--- src/rtl/x25519_host.sv ---
// Byte-stream front end for the curve25519 ladder core: loads scalar and u, drives the core, streams
// the result. Optional all-zero result flag enabled by defining X25519_HOST_ZERO_CHECK_EN.
module x25519_host #(
  parameter int unsigned TIMEOUT_CYCLES = 0
) (
  input  logic         clk_i,
  input  logic         rst_i,
  input  logic         in_valid_i,
  output logic         in_ready_o,
  input  logic [7:0]   in_data_i,
  output logic         out_valid_o,
  input  logic         out_ready_i,
  output logic [7:0]   out_data_o,
  output logic         out_last_o,
  output logic         err_timeout_o,
  output logic         err_zero_o,
  output logic         busy_o,
  output logic         core_start_o,
  output logic [254:0] core_n_o,
  output logic [254:0] core_q_o,
  input  logic         core_done_i,
  input  logic [254:0] core_out_i
);

  typedef enum logic [1:0] {StLoad, StStart, StWait, StSend} state_e;

  state_e         state_q, state_d;
  logic [5:0]     cnt_q, cnt_d;
  logic [511:0]   buf_q, buf_d;
  logic [254:0]   n_q, n_d;
  logic [254:0]   q_q, q_d;
  logic [255:0]   res_q, res_d;
  logic [31:0]    wait_cnt_q, wait_cnt_d;
  logic           err_timeout_q, err_timeout_d;
`ifdef X25519_HOST_ZERO_CHECK_EN
  logic           err_zero_q, err_zero_d;
`endif

  // Bits discarded by the clamp and the u mask.
  logic unused_bits;
  assign unused_bits = ^{buf_q[511], buf_q[255:254], buf_q[2:0], res_q[255:8]};

  always_comb begin
    state_d       = state_q;
    cnt_d         = cnt_q;
    buf_d         = buf_q;
    n_d           = n_q;
    q_d           = q_q;
    res_d         = res_q;
    wait_cnt_d    = wait_cnt_q;
    err_timeout_d = err_timeout_q;
`ifdef X25519_HOST_ZERO_CHECK_EN
    err_zero_d    = err_zero_q;
`endif
    unique case (state_q)
      StLoad: begin
        if (in_valid_i) begin
          buf_d[{cnt_q, 3'b000} +: 8] = in_data_i;
          cnt_d         = cnt_q + 6'd1;
          err_timeout_d = 1'b0;
`ifdef X25519_HOST_ZERO_CHECK_EN
          err_zero_d    = 1'b0;
`endif
          if (cnt_q == 6'd63) state_d = StStart;
        end
      end
      StStart: begin
        n_d        = {1'b1, buf_q[253:3], 3'b000};
        q_d        = buf_q[510:256];
        wait_cnt_d = '0;
        state_d    = StWait;
      end
      StWait: begin
        wait_cnt_d = wait_cnt_q + 32'd1;
        // The first two WAIT cycles may still see done from the previous operation.
        if (wait_cnt_q >= 32'd2 && core_done_i) begin
          res_d   = {1'b0, core_out_i};
          state_d = StSend;
`ifdef X25519_HOST_ZERO_CHECK_EN
          err_zero_d = (core_out_i == '0);
`endif
        end else if (TIMEOUT_CYCLES != 0 && wait_cnt_d == TIMEOUT_CYCLES) begin
          err_timeout_d = 1'b1;
          state_d       = StLoad;
        end
      end
      StSend: begin
        if (out_ready_i) begin
          res_d = {8'h00, res_q[255:8]};
          cnt_d = cnt_q + 6'd1;
          if (cnt_q == 6'd31) begin
            cnt_d   = '0;
            state_d = StLoad;
          end
        end
      end
      default: state_d = StLoad;
    endcase
  end

  always_ff @(posedge clk_i) begin
    if (rst_i) begin
      state_q       <= StLoad;
      cnt_q         <= '0;
      buf_q         <= '0;
      n_q           <= '0;
      q_q           <= '0;
      res_q         <= '0;
      wait_cnt_q    <= '0;
      err_timeout_q <= 1'b0;
`ifdef X25519_HOST_ZERO_CHECK_EN
      err_zero_q    <= 1'b0;
`endif
    end else begin
      state_q       <= state_d;
      cnt_q         <= cnt_d;
      buf_q         <= buf_d;
      n_q           <= n_d;
      q_q           <= q_d;
      res_q         <= res_d;
      wait_cnt_q    <= wait_cnt_d;
      err_timeout_q <= err_timeout_d;
`ifdef X25519_HOST_ZERO_CHECK_EN
      err_zero_q    <= err_zero_d;
`endif
    end
  end

  assign in_ready_o    = (state_q == StLoad);
  assign busy_o        = (state_q != StLoad);
  assign core_start_o  = (state_q == StStart);
  assign out_valid_o   = (state_q == StSend);
  assign out_last_o    = (state_q == StSend) && (cnt_q == 6'd31);
  assign out_data_o    = res_q[7:0];
  assign core_n_o      = n_q;
  assign core_q_o      = q_q;
  assign err_timeout_o = err_timeout_q;
`ifdef X25519_HOST_ZERO_CHECK_EN
  assign err_zero_o    = err_zero_q;
`else
  assign err_zero_o    = 1'b0;
`endif

endmodule
--- config.mk ---
export PLATFORM = sky130hd
export DESIGN_NAME = x25519_host
export DESIGN_NICKNAME = d
export VERILOG_FILES = /design/src/rtl/x25519_host.sv
export SDC_FILE = /design/constraint.sdc
export NUM_CORES = 2
export LEC_CHECK = 0
export ABC_AREA = 0
export CAP_MARGIN = 20
export CORE_MARGIN = 1.5
export CORE_UTILIZATION = 25
export DETAILED_ROUTE_END_ITERATION = 6
export GPL_ROUTABILITY_DRIVEN = 1
export PLACE_DENSITY = 0.52
export SKIP_CTS_REPAIR_TIMING = 1
export SYNTH_ARGS = -nofsm -noshare
export SYNTH_HDL_FRONTEND = slang
export SYNTH_SLANG_ARGS = --single-unit
--- constraint.sdc ---
create_clock -name clk_i -period 3.87 [get_ports clk_i]
set_input_delay 0.5805 -clock clk_i [delete_from_list [all_inputs] [get_ports clk_i]]
set_output_delay 0.5805 -clock clk_i [all_outputs]
set_load 0.03 [all_outputs]
======== After elaboration in Yosys (flattened, before gate mapping) ========
Index checks and enable logic that the tools add are counted.
cells by class
  add/subtract/negate cells ............... 3
  order comparisons ....................... 1
  eq/ne operators ......................... 10
  shifts and indexed selects .............. 2
  muxes and demuxes ....................... 15
  reduce and logical (&&, ||, !) cells .... 11
operators with widths
  kind                      count
  $bwmux 512                1
  $mux 256                  2
  $pmux 256 s2              1
  $shift 8x11->512 const A  1
  $shiftx 8x11->512         1
  $pmux 32 s2               1
  $add 32x1->32 const B     1
  $ge 32x2->1 const B       1
  $mux 6                    3
  $pmux 6 s2                1
  $neg 9->11                1
  $mux 2                    5
  $pmux 2 s4                1
  $reduce_bool 2->1         4
  $add 6x1->6 const B       1
  $eq 6x5->1 const B        1
  $eq 6x6->1 const B        1
  $ne 2x1->1 const B        3
  $reduce_and 3->1          2
  $reduce_and 5->1          1
  $eq 2x2->1 const B        2
  $ne 2x2->1 const B        2
  $eq 2x1->1 const B        1
  $logic_and 1x1->1         2
  other kinds (2)           2
word-level totals
  bits in registers ....................... 1315
  input bits .............................. 268
  output and inout port bits .............. 525
  logic and storage cells ................. 49

======== Logic depth before layout (Yosys ltp) ========
  word-level depth ........................ 4
  depth in mapped cells ................... 12
  depth with buffers taken out ............ 7

======== Worst setup path before layout ========
No wires, ideal clock.
  path kind ............................... reg2reg
  start point ............................. reg cnt_q[0]
  end point ............................... reg buf_q[320]
  setup time .............................. 0.128 ns
  arrival time ............................ 2.836 ns
  required time ........................... 3.742 ns
  path slack .............................. 0.907 ns
  cell stages (with the launch flop) ...... 12
  buffers on the path ..................... 4
  clock period less this slack ............ 2.963 ns
  cell sequence ........................... dfxtp_1 buf_2 buf_1 inv_1 ha_1 buf_2 nor2_1 nand3_4 buf_6 a2111oi_4 mux2i_1 nor2_1
between the ends
  cells in the longest elaborated chain, start to end .. 3
ends and longest elaborated chain
  element                                                       RTL line  RTL
  start: declaration                                            28        logic [5:0] cnt_q, cnt_d;
  start signal: assignment                                      116       cnt_q <= cnt_d;
  $neg 9->11 (*)                                                58        buf_d[{cnt_q, 3'b000} +: 8] = in_data_i;
  $shiftx 8x11->512 / $shift 8x11->512 (equally long branches)  58
  $bwmux 512 (*)                                                58
  end signal: assignment                                        117       buf_q <= buf_d;
  end: declaration                                              29        logic [511:0] buf_q, buf_d;
Every way passes the cells marked *; elsewhere a longest branch is shown, timed or not.
A chain may end at the register's enable or synchronous reset.

======== Worst setup path in the final report ========
  start point ............................. reg cnt_q[4]
  end point ............................... out out_last_o
between the ends
  cells in the longest elaborated chain, start to end .. 2
ends and longest elaborated chain
  element            RTL line  RTL
  $eq 6x5->1         133       assign out_last_o = (state_q == StSend) && (cnt_q == 6'd31);
  $logic_and 1x1->1  133
  end: declaration   14        output logic out_last_o,
Every way passes these cells.

==> impl_metrics.csv <==
group,metric,value,unit
routing,vias,39308,
clock_network,clk_latency,0.81,ns
worst_setup_path,crit_required,3.29,ns
timing,tightestPinTransition,1.12,ns
timing,fmax,0.273,GHz
hold_path,hold_depth,2,
clock_network,htree_levels,4,
timing,slew_violations,0,
routing,viasPerCell,4.50,
job,max_cap_violations,0,
die,die_area,210000,um2
worst_setup_path,reg2regPathDepth,6,
power,power_density,437,nW/um2
die,die_y,459,um
die,coreArea,207000,um2
worst_setup_path,r2r_setup_slack,0.49,ns
timing,min_period,3.66,ns
worst_setup_path,crit_family,"buffers and inverters",
placed_design,gp_congestion,0.817,
finish,syn2layout_area_growth,30.7,%
run_status,outcome,"finished, final reports clean",
power,irDropWorstVdd,431,uV
die,pin_count,793,
finish,fillers,21189,
placed_design,dp_cells,8442,
timing,rsz0062_at_grt,"false",
timing,post-route-period-util,0.946,
die,rows,167,
synthesis,avgSynthCellArea,9.92,um2
timing,fin_setup_tns,0,ns
synthesis,synthFlopType,"dfxtp_1",
synthesis,yosys_warnings,0,
worst_setup_path,r2r_end,"buf_q[219]",
synthesis,postSynth.asyncResetShare,0,
die,fp.dieW,459,um
worst_setup_path,cp.arrival,3.08,ns
timing,finalSetupViolCount,0,
clock_network,clock-root-buffer,"clkbuf_16",
worst_setup_path,rr_startpoint,"cnt_q[1]",
synthesis,synth_edf_count,0,
global_routing,grt_use_total,0.174,
hold_path,min_path_type,"in2reg",
clock_network,numCtsBuffers,156,
routing,drc,0,
global_routing,grt_pass1_wl,269000,um
routing,drt_wl_total,189000,um
placed_design,dp_hpwl,135000,um
routing,post_drt_wl_per_cell,21.7,um
synthesis,synth.cell_area,51900,um2
power,leakagePower,0.0261,uW
global_routing,grt-ovfl-total,0,
finish,drive_gt1_frac,0.121,
worst_setup_path,cp_num_buf_inv,1,
worst_setup_path,critical_path_class,"reg2out",
global_routing,antenna_found_initial,54,
timing,clock_skew,0.0383,ns
worst_setup_path,endpoint_kind,"primary output",
worst_setup_path,cp_max_fo,11,
finish,nets,6174,
finish,stdcell_count,8729,
clock_network,clk_pin_slew,0.06,ns
placed_design,port_buffers,787,
routing,first_pass_iters,5,
timing,setup_slack,0.208,ns
routing,drt_iter0_markers,2525,
worst_setup_path,critPathLaunchType,"flop",
placed_design,place_ws,0.393,ns
synthesis,netlist_instances,5235,
worst_setup_path,critPathSlowestCell,"clkdlybuf4s50_1",
synthesis,yosysSeqAreaShare,0.504,
timing,holdWs,0.182,ns
clock_network,cts.path.max_buffers,3,
worst_setup_path,worstPathCellList,"nand4_1, nor3b_2, clkdlybuf4s50_1",
die,initial_core_util,0.251,
synthesis,ys_seq_elements,1308,
global_routing,grt_max_degree,198,
hold_path,min_from,"rst_i",
routing,ant_nets,0,
worst_setup_path,slowest_delay,0.85,ns
clock_network,cts_tree,"yes",
timing,hold_viol,0,
hold_path,whs_endpoint,"core_q_o[91]",
synthesis,synth_cell_types,73,
global_routing,grt_pass1_vias,38049,
timing,relSlewSlack,0.253,
clock_network,clock-sinks,1308,
[cell usage after synthesis, types with 7 or more instances]
cell type | n | area share
a21oi_1 | 44 | 0.0042
a31o_2 | 58 | 0.0098
and2_1 | 7 | 0.00084
and3_1 | 8 | 0.00096
and4_1 | 8 | 0.0013
buf_1 | 59 | 0.0043
buf_2 | 50 | 0.0048
buf_4 | 18 | 0.0026
clkbuf_1 | 264 | 0.019
dfxtp_1 | 1308 | 0.50
ha_1 | 10 | 0.0024
inv_1 | 15 | 0.0011
mux2_2 | 250 | 0.054
mux2i_1 | 1133 | 0.22
nand2_1 | 908 | 0.066
nand2_2 | 11 | 0.0013
nand2b_1 | 7 | 0.00084
nand3_1 | 105 | 0.010
nand3_2 | 10 | 0.0019
nand4_1 | 25 | 0.0030
nor2_1 | 659 | 0.048
nor2b_1 | 8 | 0.00096
nor3_1 | 69 | 0.0067
nor4_1 | 18 | 0.0022
o21ai_0 | 51 | 0.0049
o31ai_1 | 7 | 0.0010
or3_1 | 11 | 0.0013
xnor2_1 | 22 | 0.0037
xor2_1 | 11 | 0.0019
[where the power goes]
| group | switching [uW] | internal, uW |
|---|---|---|
| Sequential | 7.15 | 13500 |
| Clock | 6210 | 8570 |
| Combinational | 907 | 503 |
| Total | 7120 | 22500 |
[area by class of cell]
cell class / count / area [um2] / share of cell area
Timing Repair Buffer: 891 / 8910 / 0.131
Tap cell: 2704 / 3380 / 0.0498
Inverter: 16 / 67.6 / 0.000995
Clock inverter: 46 / 654 / 0.00964
Clock buffer: 228 / 4450 / 0.0655
Antenna cell: 13 / 32.5 / 0.000479
Multi-Input combinational cell: 3523 / 24200 / 0.356
Sequential cell: 1308 / 26200 / 0.386
[how the worst max path moves through the flow]
stage	to	startpoint	slack (ns)	cells past startpoint
floorplan	buf_q[320]	cnt_q[0]	0.91	11
global placement	buf_q[336]	in_valid_i	0.40	8
detailed placement	buf_q[375]	in_valid_i	0.39	8
CTS	out_last_o	cnt_q[2]	-0.31	3
global route	out_last_o	cnt_q[4]	0.007	3
finish	out_last_o	cnt_q[4]	0.21	3
[stage by stage]
stage | area [um2] | power, uW | util
2_1_floorplan | 51900 | 14500 | -
3_3_place_gp | 62700 | 15200 | 0.303
3_5_place_dp | 62700 | 15200 | 0.303
4_1_cts | 67800 | 30200 | 0.328
5_1_grt | 67900 | 30800 | 0.328
6_report | 67900 | 29700 | 0.328
[kinds of logic (layout without fill, tap and decap cells)]
| logic type | after synthesis | in the layout | share of synthesized area |
|---|---|---|---|
| simple gates | 1879 | 1879 | 0.151 |
| mux | 1383 | 1383 | 0.273 |
| flops | 1308 | 1308 | 0.504 |
| buf+inv | 408 | 1181 | 0.0321 |
| compound gates | 210 | 210 | 0.0313 |
| xor+xnor | 36 | 36 | 0.00651 |
| fa+ha+maj | 10 | 10 | 0.00241 |
| other cells | 1 | 18 | 0.0000722 |
[placed cells by master (no fill, tap or decap), drive strengths merged, types with 5 or more instances in the layout]
cell type and n:
o31ai 8, diode 13, dfxtp 1308, a21oi 45
a211oi 8, a31o 58, nor3 73, o21ai 52
bufinv 8, ha 10, nand2 919, nor2b 8
inv 30, nand3 116, nor2 664, and2 8
nand2b 7, clkdlybuf4s50 778, xor2 12, o211ai 8
or3 11, xnor2 24, conb 5, nor4 24
and3 8, clkinv 23, mux2 250, a21o 5
buf 113, nand4 25, and4 8, clkbuf 228
mux2i 1133, a2111oi 6
[registers in the layout, summed over array words and instances, names as in the netlist]
register and flops:
buf_q 506, core_q_o 255, res_q 255, core_n_o 252, wait_cnt_q 32, cnt_q 6, state_q 2
[per-layer routing]
| metal | wire [um] | track usage | up-vias | part of all wire |
|---|---|---|---|---|
| met5 | 477 | 0 | - | 0.0025 |
| met4 | 6440 | 0.0634 | 70 | 0.034 |
| met3 | 14600 | 0.0603 | 329 | 0.077 |
| met2 | 89400 | 0.291 | 1045 | 0.47 |
| met1 | 78400 | 0.204 | 18802 | 0.41 |
| li1 | - | - | 19062 | - |
Power figures use the tool's default switching activity.
